<file path="config.mk">
export PLATFORM = sky130hd
export DESIGN_NAME = serial_word_tx
export DESIGN_NICKNAME = d
export VERILOG_FILES = /design/src/rtl/serial_word_tx_pkg.sv /design/src/rtl/serial_word_tx_echo.sv /design/src/rtl/serial_word_tx.sv
export SDC_FILE = /design/constraint.sdc
export NUM_CORES = 1
export LEC_CHECK = 0
export ABC_AREA = 1
export BUFFER_PORTS_ARGS = -buffer_cell sky130_fd_sc_hd__buf_2
export CAP_MARGIN = 10
export CORE_MARGIN = 2
export CORE_UTILIZATION = 43
export CTS_BUF_LIST = sky130_fd_sc_hd__clkbuf_4
export DETAILED_ROUTE_END_ITERATION = 8
export GPL_ROUTABILITY_DRIVEN = 0
export PLACE_DENSITY = 0.76
export SLEW_MARGIN = 20
export SYNTH_ARGS = -nofsm -noshare
export SYNTH_HDL_FRONTEND = slang
export SYNTH_SLANG_ARGS = --single-unit
</file>
<file path="constraint.sdc">
create_clock -name Clock -period 1.55 [get_ports Clock]
set_input_delay 0.0775 -clock Clock [delete_from_list [all_inputs] [get_ports Clock]]
set_output_delay 0.0775 -clock Clock [all_outputs]
set_load 0.02 [all_outputs]
</file>
<file path="src/rtl/serial_word_tx_pkg.sv">
// Shared types and defaults for the serial word transmitter.
package serial_word_tx_pkg;

    typedef enum logic [1:0] {ST_IDLE, ST_SHIFT, ST_DONE} state_t;

    localparam int DEFAULT_WIDTH = 8;

    // Bit-index counter width; a 1-bit word still needs a 1-bit counter.
    function automatic int cnt_bits(input int w);
        return (w > 1) ? $clog2(w) : 1;
    endfunction

endpackage

</file>
<file path="src/rtl/serial_word_tx_echo.sv">
// Model of the paired receiver register plus end-of-word compare.
// Only instantiated when SERIAL_WORD_TX_ECHO_EN is defined.
module serial_word_tx_echo
    import serial_word_tx_pkg::*;
#(
    parameter int WIDTH = DEFAULT_WIDTH
) (
    input  logic             clk_i,
    input  logic             rst_i,
    input  logic             shift_r2l_i,
    input  logic             shift_l2r_i,
    input  logic             serial_bit_i,
    input  logic [WIDTH-1:0] word_i,
    input  logic             done_set_i,
    output logic [WIDTH-1:0] echo_word_o,
    output logic             echo_match_o
);

    logic [WIDTH-1:0] echo_q, echo_d;
    logic             match_q, match_d;

    // Shift/OR form keeps WIDTH=1 legal without part-selects.
    always_comb begin
        echo_d = echo_q;
        if (shift_r2l_i)
            echo_d = (echo_q << 1) | WIDTH'(serial_bit_i);
        else if (shift_l2r_i)
            echo_d = (echo_q >> 1) | (WIDTH'(serial_bit_i) << (WIDTH - 1));
        match_d = done_set_i && (echo_d == word_i);
    end

    always_ff @(posedge clk_i or posedge rst_i) begin
        if (rst_i) begin
            echo_q  <= '0;
            match_q <= 1'b0;
        end else begin
            echo_q  <= echo_d;
            match_q <= match_d;
        end
    end

    assign echo_word_o  = echo_q;
    assign echo_match_o = match_q;

endmodule

</file>
<file path="src/rtl/serial_word_tx.sv">
// Parallel-to-serial word transmitter driving a serial-load shift register.
// Define SERIAL_WORD_TX_ECHO_EN to add the EchoWord/EchoMatch receiver model.
module serial_word_tx
    import serial_word_tx_pkg::*;
#(
    parameter int WIDTH = DEFAULT_WIDTH
) (
    input  logic             Clock,
    input  logic             Reset,
    input  logic [WIDTH-1:0] DataIn,
    input  logic             DataValid,
    output logic             DataReady,
    input  logic             MsbFirst,
    input  logic             Hold,
    output logic             SerialBit,
    output logic             DoShiftR2L,
    output logic             DoShiftL2R,
    output logic             Busy,
    output logic             Done
`ifdef SERIAL_WORD_TX_ECHO_EN
    ,
    output logic [WIDTH-1:0] EchoWord,
    output logic             EchoMatch
`endif
);

    localparam int            CW   = cnt_bits(WIDTH);
    localparam logic [CW-1:0] LAST = CW'(WIDTH - 1);

    state_t           state_q, state_d;
    logic [WIDTH-1:0] word_q, word_d;
    logic             msb_q, msb_d;
    logic [CW-1:0]    cnt_q, cnt_d;
    logic             sbit_q, sbit_d;
    logic             r2l_q, r2l_d;
    logic             l2r_q, l2r_d;
    logic             busy_q, busy_d;
    logic             done_q, done_d;

    logic accept;
    logic last_bit;

    assign accept   = DataValid && (state_q == ST_IDLE);
    assign last_bit = (cnt_q == LAST);

    function automatic logic pick(input logic [WIDTH-1:0] w, input logic msb,
                                  input logic [CW-1:0] idx);
        return msb ? w[LAST - idx] : w[idx];
    endfunction

    always_ff @(posedge Clock or posedge Reset) begin
        if (Reset) state_q <= ST_IDLE;
        else       state_q <= state_d;
    end

    always_comb begin
        state_d = state_q;
        case (state_q)
            ST_IDLE:  if (accept) state_d = ST_SHIFT;
            ST_SHIFT: if (!Hold && last_bit) state_d = ST_DONE;
            ST_DONE:  state_d = ST_IDLE;
            default:  state_d = ST_IDLE;
        endcase
    end

    // Outputs are registered, so this computes what the next cycle presents:
    // bit 0 is loaded on the accept edge, later bits on non-Hold SHIFT edges.
    always_comb begin
        word_d = word_q;
        msb_d  = msb_q;
        cnt_d  = cnt_q;
        sbit_d = sbit_q;
        r2l_d  = 1'b0;
        l2r_d  = 1'b0;
        busy_d = (state_d != ST_IDLE);
        done_d = (state_d == ST_DONE);
        case (state_q)
            ST_IDLE: begin
                if (accept) begin
                    word_d = DataIn;
                    msb_d  = MsbFirst;
                    cnt_d  = '0;
                    sbit_d = pick(DataIn, MsbFirst, '0);
                    r2l_d  = MsbFirst;
                    l2r_d  = !MsbFirst;
                end
            end
            ST_SHIFT: begin
                if (!Hold && !last_bit) begin
                    cnt_d  = cnt_q + CW'(1);
                    sbit_d = pick(word_q, msb_q, cnt_q + CW'(1));
                    r2l_d  = msb_q;
                    l2r_d  = !msb_q;
                end
            end
            default: ;
        endcase
    end

    always_ff @(posedge Clock or posedge Reset) begin
        if (Reset) begin
            word_q <= '0;
            msb_q  <= 1'b0;
            cnt_q  <= '0;
            sbit_q <= 1'b0;
            r2l_q  <= 1'b0;
            l2r_q  <= 1'b0;
            busy_q <= 1'b0;
            done_q <= 1'b0;
        end else begin
            word_q <= word_d;
            msb_q  <= msb_d;
            cnt_q  <= cnt_d;
            sbit_q <= sbit_d;
            r2l_q  <= r2l_d;
            l2r_q  <= l2r_d;
            busy_q <= busy_d;
            done_q <= done_d;
        end
    end

    assign DataReady  = (state_q == ST_IDLE);
    assign SerialBit  = sbit_q;
    assign DoShiftR2L = r2l_q;
    assign DoShiftL2R = l2r_q;
    assign Busy       = busy_q;
    assign Done       = done_q;

`ifdef SERIAL_WORD_TX_ECHO_EN
    serial_word_tx_echo #(.WIDTH(WIDTH)) u_echo (
        .clk_i        (Clock),
        .rst_i        (Reset),
        .shift_r2l_i  (r2l_q),
        .shift_l2r_i  (l2r_q),
        .serial_bit_i (sbit_q),
        .word_i       (word_q),
        .done_set_i   (done_d),
        .echo_word_o  (EchoWord),
        .echo_match_o (EchoMatch)
    );
`endif

endmodule
</file>
==> results of run 1 <==
==> power breakdown <==
group	internal [mW]	switching, mW
logic	0.463	0.770
registers	0.696	0.105
clock network	0.118	0.156
==> sequential cells by signal (all words and copies together) (netlist names) <==
| signal | flops |
|---|---|
| state_q | 2 |
| cnt_q | 3 |
| Busy | 1 |
| SerialBit | 1 |
| word_q | 8 |
| Done | 1 |
| DoShiftL2R | 1 |
| msb_q | 1 |
| DoShiftR2L | 1 |
==> through the flow <==
step | total power [mW] | setup WS (ps) | instance area [sq um]
2_1_floorplan | 1.69 | 186 | 975
3_3_place_gp | 1.90 | 104 | 1090
3_5_place_dp | 1.95 | 86.8 | 1090
4_1_cts | 2.26 | 35.9 | 1180
5_1_grt | 2.51 | 5.05 | 1200
6_report | 2.31 | 72.5 | 1200
==> path summary, 6_finish.rpt <==
kind                                  startpoint                     to  slack [ps]  depth (start not counted)
max                         cnt_q[0]$_DFFE_PP0P_  SerialBit$_DFFE_PP0P_          70                          8
min                                    DataIn[1]  word_q[1]$_DFFE_PP0P_           6                          3
max reg2reg                 cnt_q[0]$_DFFE_PP0P_  SerialBit$_DFFE_PP0P_          70                          8
min reg2reg                SerialBit$_DFFE_PP0P_  SerialBit$_DFFE_PP0P_         500                          2
max in group asynchronous                  Reset   state_q[0]$_DFF_PP0_         710                          3
min in group asynchronous                  Reset  word_q[6]$_DFFE_PP0P_         400                          3
==> layout make-up <==
cell class	count	area, sq um
repair buffers	25	158
clock buffers	4	30.0
multi-input cells	76	414
fillers	204	973
inverters	21	83.8
well taps	28	35.0
flip-flops and latches	19	475
==> logic make-up after synthesis <==
logic type	count (synthesis)	synth area share [%]
AO/OA/AOI/OAI	17	9.50
buffers and inverters	23	10.3
adder cells (fa/ha/maj)	2	2.57
flip-flops	19	48.8
AND/OR/NAND/NOR	57	28.9
==> Yosys cell counts <==
library cell,number
buf_2,1
nand3_1,15
o21ai_1,7
inv_1,18
nand2_1,34
o22ai_1,2
o21ai_0,6
nand2_8,1
nand2_4,2
nor2_1,1
inv_2,1
dfrtp_1,19
inv_4,2
nor2_4,2
o31ai_1,2
nor3_1,2
ha_1,2
buf_6,1
==> layer usage <==
layer	up-vias	wire, um	GRT usage, %
li1	431	-	-
met1	402	876	21.7
met2	24	942	29.1
met3	8	96	3.16
met4	0	52	9.21
met5	-	0	0
==> what timing repair did <==
item | in CTS | in global routing
endpoints found under the setup margin | 0 | 3
hold buffers | 6 | 0
endpoints found under the hold margin | 25 | 0
resized for setup | 0 | 3
==> worst register-to-register path, cell delays in order, from the launching register on <==
cell     delay, ps
dfrtp_1        420
ha_4           170
ha_1           310
inv_2           90
nand3_1        100
nand3_1        100
nand3_1         90
nand2_1         60
nand2_1         40
==> impl_metrics.ini, run 1 <==
[global_routing]
overflow = 0
grt_max_degree = 20
grtUsageTotal_pct = 17.5
grt_pass1_vias = 803
grt_pass1_wl_mm = 3.45
antenna_found_initial = 0

[timing]
hold_violations = 0
finalCritPeriodShare_pct = 95.3
relSlewSlack_pct = 54.5
fin_setup_tns_ps = 0
finalClockSkew_ps = 3.96
worst_pin_slew_ps = 681
finalSetupViolCount = 0
hold_ws_ps = 6.00
min_period_ps = 1480
maxSlewViolCount = 0
max_clock_freq_ghz = 0.677
rsz0062_at_grt = false

[synth]
syn_nets = 133
netlist.area_leader.share_pct = 48.8
synth_top_cell_by_area = dfrtp_1
ys_seq_area_share_pct = 48.8
yosysUniqueCellTypes = 18
netlist_area_sq_um = 975
synthTopCellsByArea = dfrtp_1 49%, nand2_1 13%, nand3_1 7.7%
avgSynthCellArea_sq_um = 8.26
synth_cells = 118
ys_ff_latch = 19
yosysWarnings = 0

[floorplan]
core_area_sq_mm = 0.00217
die_w_um = 51.6
ioPinCount = 19
start_util_pct = 44.9
rows = 17
die_y_um = 51.6
dieArea_sq_mm = 0.00266

[finish]
final_nets = 161
stdcell_count = 173
mostFrequentLayoutCell = nand2_1
drive_above_1_share_pct = 23.4
mostFrequentLayoutCells = 34 x nand2_1, 19 x dfrtp_1, 18 x buf_2
antennaDiodeCount = 0
fin_util_pct = 55.1
syn_to_final_growth_pct = 22.7

[cts]
cts_htree_levels = 1
cts_inserted_buffers = 3
clockBufferDepth = 2
cts_tree = yes
numClockSinks = 19
cts-root-buf = clkbuf_4
clkLatencyLatePin_ps = 300
path_clk_slew_ps = 110
cts_setup_buffers = 0

[detailed_routing]
viasPerCell = 5.00
post_drt_wl_per_cell_um = 11.4
vias = 865
drt-pass1-iter-count = 4
drc = 0
first_iter_violations = 27
ant_nets = 0
routed_wl_mm = 1.97

[worst_setup_path]
slowest_delay_ps = 420
worstPathArrival_ps = 1690
worst-path-max-fanout = 3
startpoint_type = flip-flop
critPathSlowestCell = dfrtp_1
path_cells = ha_4 -> ha_1 -> inv_2 -> nand3_1 -> nand3_1 -> nand3_1 -> nand2_1 -> nand2_1
worst_setup_path_end_kind = flip-flop
path_buf_inv = 1
crit_required_ps = 1760
worst-setup-path-type = flip-flop to flip-flop
cp_top_family = adder cells
critical_path.most_common_cell = nand3_1

[place]
dp_hpwl_mm = 1.39
dp_cells = 163
io_buffers = 18

[power]
total_leakage_power_nw = 0.629
ir_drop_mv = 0.883
p_per_area_mw_per_mm2 = 1930

[flow_run]
maxCapViolations = 0

[worst_hold_path]
hold_class = input pin to flip-flop

[run_status]
status = finished clean
Power figures use the tool's default switching activity.
==> run 2, diff against run 1 <==
- CORE_MARGIN: 2 -> 5
- SETUP_SLACK_MARGIN: default -> 0.4
==> run 2 against run 1 <==
  * Flip-flop and latch count stayed put
  * Largest power group unchanged
  * Final area increased by 9.6%
  * Routed wire length increased by 11%
  * First-iteration DRC count increased by 7.4%
  * Combinational power increased by 20%
  * Global-route usage shrank 2.9 points
  * Total power grew 11%
  * Final cell count increased by 2.9%
  * Worst setup slack improved by 100 ps
  * Critical path depth decreased by 1
  * Via count rose by 2.2%
==> impl_metrics.ini, run 2 (synthesis gave the netlist of run 1 again) <==
[cts]
cts_inserted_buffers = 3
cts_tree = yes
cts-root-buf = clkbuf_4
clkLatencyLatePin_ps = 300
cts_htree_levels = 1
clockBufferDepth = 2
numClockSinks = 19
path_clk_slew_ps = 100

[worst_setup_path]
path_cells = ha_4 -> ha_4 -> nand3_1 -> nand3_1 -> nand3_1 -> nand2_1 -> nand2_1
worst-setup-path-type = flip-flop to flip-flop
worstPathArrival_ps = 1580
cp_top_family = adder cells
worst_setup_path_end_kind = flip-flop
reg2reg_to = SerialBit$_DFFE_PP0P_
critPathSlowestCell = dfrtp_2
rr_worst_depth = 7
rrSetupSlack_ps = 170
reg2reg_from = cnt_q[0]$_DFFE_PP0P_
crit_end = SerialBit$_DFFE_PP0P_
path_depth = 7
startpoint = cnt_q[0]$_DFFE_PP0P_
startpoint_type = flip-flop
critical_path.most_common_cell = nand3_1
path_buf_inv = 0
slowest_delay_ps = 450
worst-path-max-fanout = 3
crit_required_ps = 1750

[floorplan]
die_w_um = 57.6
dieArea_sq_mm = 0.00332
start_util_pct = 44.5
die_y_um = 57.6
ioPinCount = 19
rows = 17
core_area_sq_mm = 0.00219

[timing]
relSlewSlack_pct = 53.0
finalCritPeriodShare_pct = 88.8
finalSetupViolCount = 0
max_clock_freq_ghz = 0.727
fin_setup_tns_ps = 0
finalWorstSetupSlack_ps = 174
hold_ws_ps = 8.55
min_period_ps = 1380
worst_pin_slew_ps = 705
hold_violations = 0
maxSlewViolCount = 0
rsz0062_at_grt = true
finalClockSkew_ps = 3.08

[finish]
stdcell_count = 178
largest_reg_flops = 8
mostFrequentLayoutCell = nand2_1
top_register = word_q
top_regs = word_q x8, cnt_q x3, state_q x2
antennaDiodeCount = 0
final_nets = 166
nFillCells = 183
mostFrequentLayoutCells = 33 x nand2_1, 18 x dfrtp_1, 17 x buf_2
drive_above_1_share_pct = 31.3
syn_to_final_growth_pct = 34.5

[place]
io_buffers = 18
dp_slack_ps = 177
dp_cells = 163
dp_hpwl_mm = 1.51

[detailed_routing]
vias = 884
routed_wl_mm = 2.19
ant_nets = 0
wl_met3_um = 99
wl_met1_um = 898
highest_layer = met4
first_iter_violations = 29
met2_length_mm = 1.11
drc = 0
viasPerCell = 4.97
drt-pass1-iter-count = 4
post_drt_wl_per_cell_um = 12.3

[global_routing]
grt_max_degree = 20
grt_pass1_wl_mm = 3.73
overflow = 0
grtUsageTotal_pct = 14.6
grt_pass1_vias = 849
antenna_found_initial = 0

[flow_run]
maxCapViolations = 0

[power]
total_leakage_power_nw = 0.664
ir_drop_mv = 1.01
p_per_area_mw_per_mm2 = 1950

[run_status]
status = finished clean

[worst_hold_path]
hold_class = input pin to flip-flop
run 2: routing by layer:
layer	vias up	track usage, %
met1	404	17.9
met2	36	22.9
met3	7	2.23
met4	0	11.3
met5	-	0
li1	437	-
run 2: report_power, final:
part | leakage [nW] | switching [mW] | internal [mW]
Combinational | 0.412 | 0.887 | 0.596
Clock | 0.0184 | 0.148 | 0.118
Sequential | 0.234 | 0.111 | 0.698
Total | 0.664 | 1.15 | 1.41
run 2: layout make-up:
class,count,area [sq um],share of cell area (%)
tap,28,35.0,2.67
multi-input combinational,76,468,35.7
timing repair buffer,30,213,16.2
clock buffer,4,30.0,2.29
sequential,19,477,36.4
inverter,21,88.8,6.77
run 2: stage by stage:
step	total power, mW	util (%)	instance area (sq um)
floorplan	1.77	-	1010
global placement	1.99	51.3	1120
detailed placement	2.05	51.3	1120
CTS	2.51	59.5	1300
global route	2.76	59.9	1310
finish	2.56	59.9	1310
run 2: worst min path at each step:
stage	depth (start not counted)	end	start	slack, ps
after floorplan	1	Busy$_DFF_PP0_	Reset	30
after global placement	2	word_q[3]$_DFFE_PP0P_	Reset	220
after detailed placement	2	word_q[4]$_DFFE_PP0P_	Reset	220
after CTS	3	word_q[7]$_DFFE_PP0P_	DataIn[7]	9
after global routing	3	word_q[7]$_DFFE_PP0P_	DataIn[7]	20
final	3	word_q[7]$_DFFE_PP0P_	DataIn[7]	9
run 2: repair_timing:
action | 4_1_cts | 5_1_grt
hold buffers | 9 | 0
hold endpoints to repair | 28 | 0
gates resized for setup | 12 | 2
setup buffers | 2 | 0
endpoints found under the setup margin | 8 | 8
pin swaps | 1 | 1
run 2: worst min-delay path, cell delays in order:
cell and delay (ps):
buf_2 90, nand2_1 50, o21ai_1 60
==> run 3, diff against run 2 <==
- REMOVE_ABC_BUFFERS: default -> 1
==> run 3 against run 2 <==
  * Critical path depth is 1 higher
  * First-iteration DRC count decreased by 59%
  * Clock-buffer cell count decreased by 1
  * Final cell count rose by 1.1%
  * Total power up 10%
  * Routed wire length up 9.0%
  * Sequential share of layout area down 1.8 points
  * Hold slack got worse by 4.2 ps
  * Flip-flop and latch count is the same
  * Core utilization rose by 3.0 points
  * Sequential power is 0.7% higher
==> impl_metrics.ini, run 3 (synthesis gave the netlist of run 1 again) <==
[worst_setup_path]
reg2reg_from = cnt_q[1]$_DFFE_PP0P_
worst_setup_path_end_kind = flip-flop
startpoint_type = flip-flop
rrSetupSlack_ps = 110
critical_path.most_common_cell = nand3_2
critPathSlowestCell = dfrtp_1
crit_required_ps = 1750
path_buf_inv = 1
worst-setup-path-type = flip-flop to flip-flop
path_cells = ha_4 -> clkinvlp_4 -> nand3_2 -> nand3_2 -> nand3_2 -> nand3_2 -> nand2_1 -> nand2_1
worstPathArrival_ps = 1630
slowest_delay_ps = 440
worst-path-max-fanout = 5
cp_top_family = simple AND/OR/NAND/NOR gates
startpoint = cnt_q[1]$_DFFE_PP0P_

[finish]
fin_util_pct = 62.9
syn_to_final_growth_pct = 41.3
mostFrequentLayoutCells = 33 x nand2_1, 19 x dfrtp_1, 17 x buf_2
drive_above_1_share_pct = 37.5
stdcell_count = 180
mostFrequentLayoutCell = nand2_1
antennaDiodeCount = 0
final_nets = 168
top_register = word_q
top_regs = word_q x8, cnt_q x3, state_q x2
nFillCells = 176
stdcell_area_sq_mm = 0.00138
largest_reg_flops = 8

[cts]
cts_tree = yes
cts_inserted_buffers = 3
cts-root-buf = clkbuf_4
path_clk_slew_ps = 110
clockBufferDepth = 2
clkLatencyLatePin_ps = 300
cts_htree_levels = 1
numClockSinks = 19

[global_routing]
antenna_found_initial = 0
overflow = 0
grt_pass1_wl_mm = 4.07
grt_max_degree = 20
grt_pass1_vias = 942
grtUsageTotal_pct = 15.9

[place]
dp_slack_ps = 18.7
dp_hpwl_mm = 1.44
placed_area_sq_mm = 0.00109
io_buffers = 18
dp_cells = 163

[timing]
maxSlewViolCount = 0
relSlewSlack_pct = 52.3
max_clock_freq_ghz = 0.696
finalCritPeriodShare_pct = 92.7
hold_ws_ps = 4.36
finalClockSkew_ps = 6.54
fin_setup_tns_ps = 0
min_period_ps = 1440
hold_violations = 0
rsz0062_at_grt = true
finalWorstSetupSlack_ps = 113
finalSetupViolCount = 0
worst_pin_slew_ps = 715

[power]
p_per_area_mw_per_mm2 = 2050
total_power_mw = 2.82
clockPowerShare_pct = 8.8
swShare_pct = 46.2
power_frac_comb_pct = 62.2
ir_drop_mv = 0.982
power_frac_seq_pct = 28.9
total_leakage_power_nw = 0.683
internal_power_mw = 1.52
p_sw_mw = 1.30

[worst_hold_path]
hold_class = input pin to flip-flop
min-delay-start = DataIn[7]

[detailed_routing]
drt-pass1-iter-count = 5
ant_nets = 0
first_iter_violations = 12
post_drt_wl_per_cell_um = 13.3
viasPerCell = 4.97
drc = 0
vias = 894
routed_wl_mm = 2.39

[floorplan]
die_w_um = 57.6
die_y_um = 57.6
core_area_sq_mm = 0.00219
rows = 17
ioPinCount = 19
dieArea_sq_mm = 0.00332
start_util_pct = 44.5

[flow_run]
maxCapViolations = 0

[run_status]
status = finished clean
run 3: tightest hold or removal path: stages:
cell and delay [ps]:
buf_2 90, nand2_1 50, o21ai_1 60
run 3: routing by layer:
| layer | vias to the layer above | wire length, um | share of wire (%) | GRT usage, % |
|---|---|---|---|---|
| met4 | 0 | 111 | 4.7 | 10.6 |
| met1 | 421 | 996 | 42 | 18.8 |
| li1 | 442 | - | - | - |
| met5 | - | 0 | 0 | 0 |
| met3 | 11 | 46 | 1.9 | 2.00 |
| met2 | 20 | 1230 | 52 | 26.9 |
run 3: path summary, 6_finish.rpt:
kind | to | cells past startpoint
max in group asynchronous | word_q[6]$_DFFE_PP0P_ | 3
worst max register to register | SerialBit$_DFFE_PP0P_ | 8
worst min register to register | word_q[0]$_DFFE_PP0P_ | 2
min in group asynchronous | Busy$_DFF_PP0_ | 3
worst max-delay path | SerialBit$_DFFE_PP0P_ | 8
worst min-delay path | word_q[7]$_DFFE_PP0P_ | 3
run 3: final cells by class:
type	instances	area, sq um	area share (%)
repair buffers	32	229	16.6
clock buffers	3	22.5	1.63
clock inverters	1	5.00	0.363
inverters	21	96.3	6.99
well taps	28	35.0	2.54
multi-input cells	76	514	37.3
flip-flops and latches	19	475	34.5
run 3: power groups by stage:
stage               Combinational (mW)  Clock, mW  Sequential [mW]
finish                            1.75      0.249            0.815
global route                      1.93      0.282            0.837
CTS                               1.66      0.258            0.799
detailed placement                1.17          0            0.793
global placement                  1.12          0            0.785
floorplan                        0.811          0            0.856
run 3: what timing repair did:
item | CTS | global route
resized for setup | 27 | 3
cloned | 0 | 0
buffers inserted | 4 | 1
endpoints found under the hold margin | 27 | 0
pin swaps | 11 | 7
setup endpoints to repair | 7 | 11
hold buffers | 8 | 0
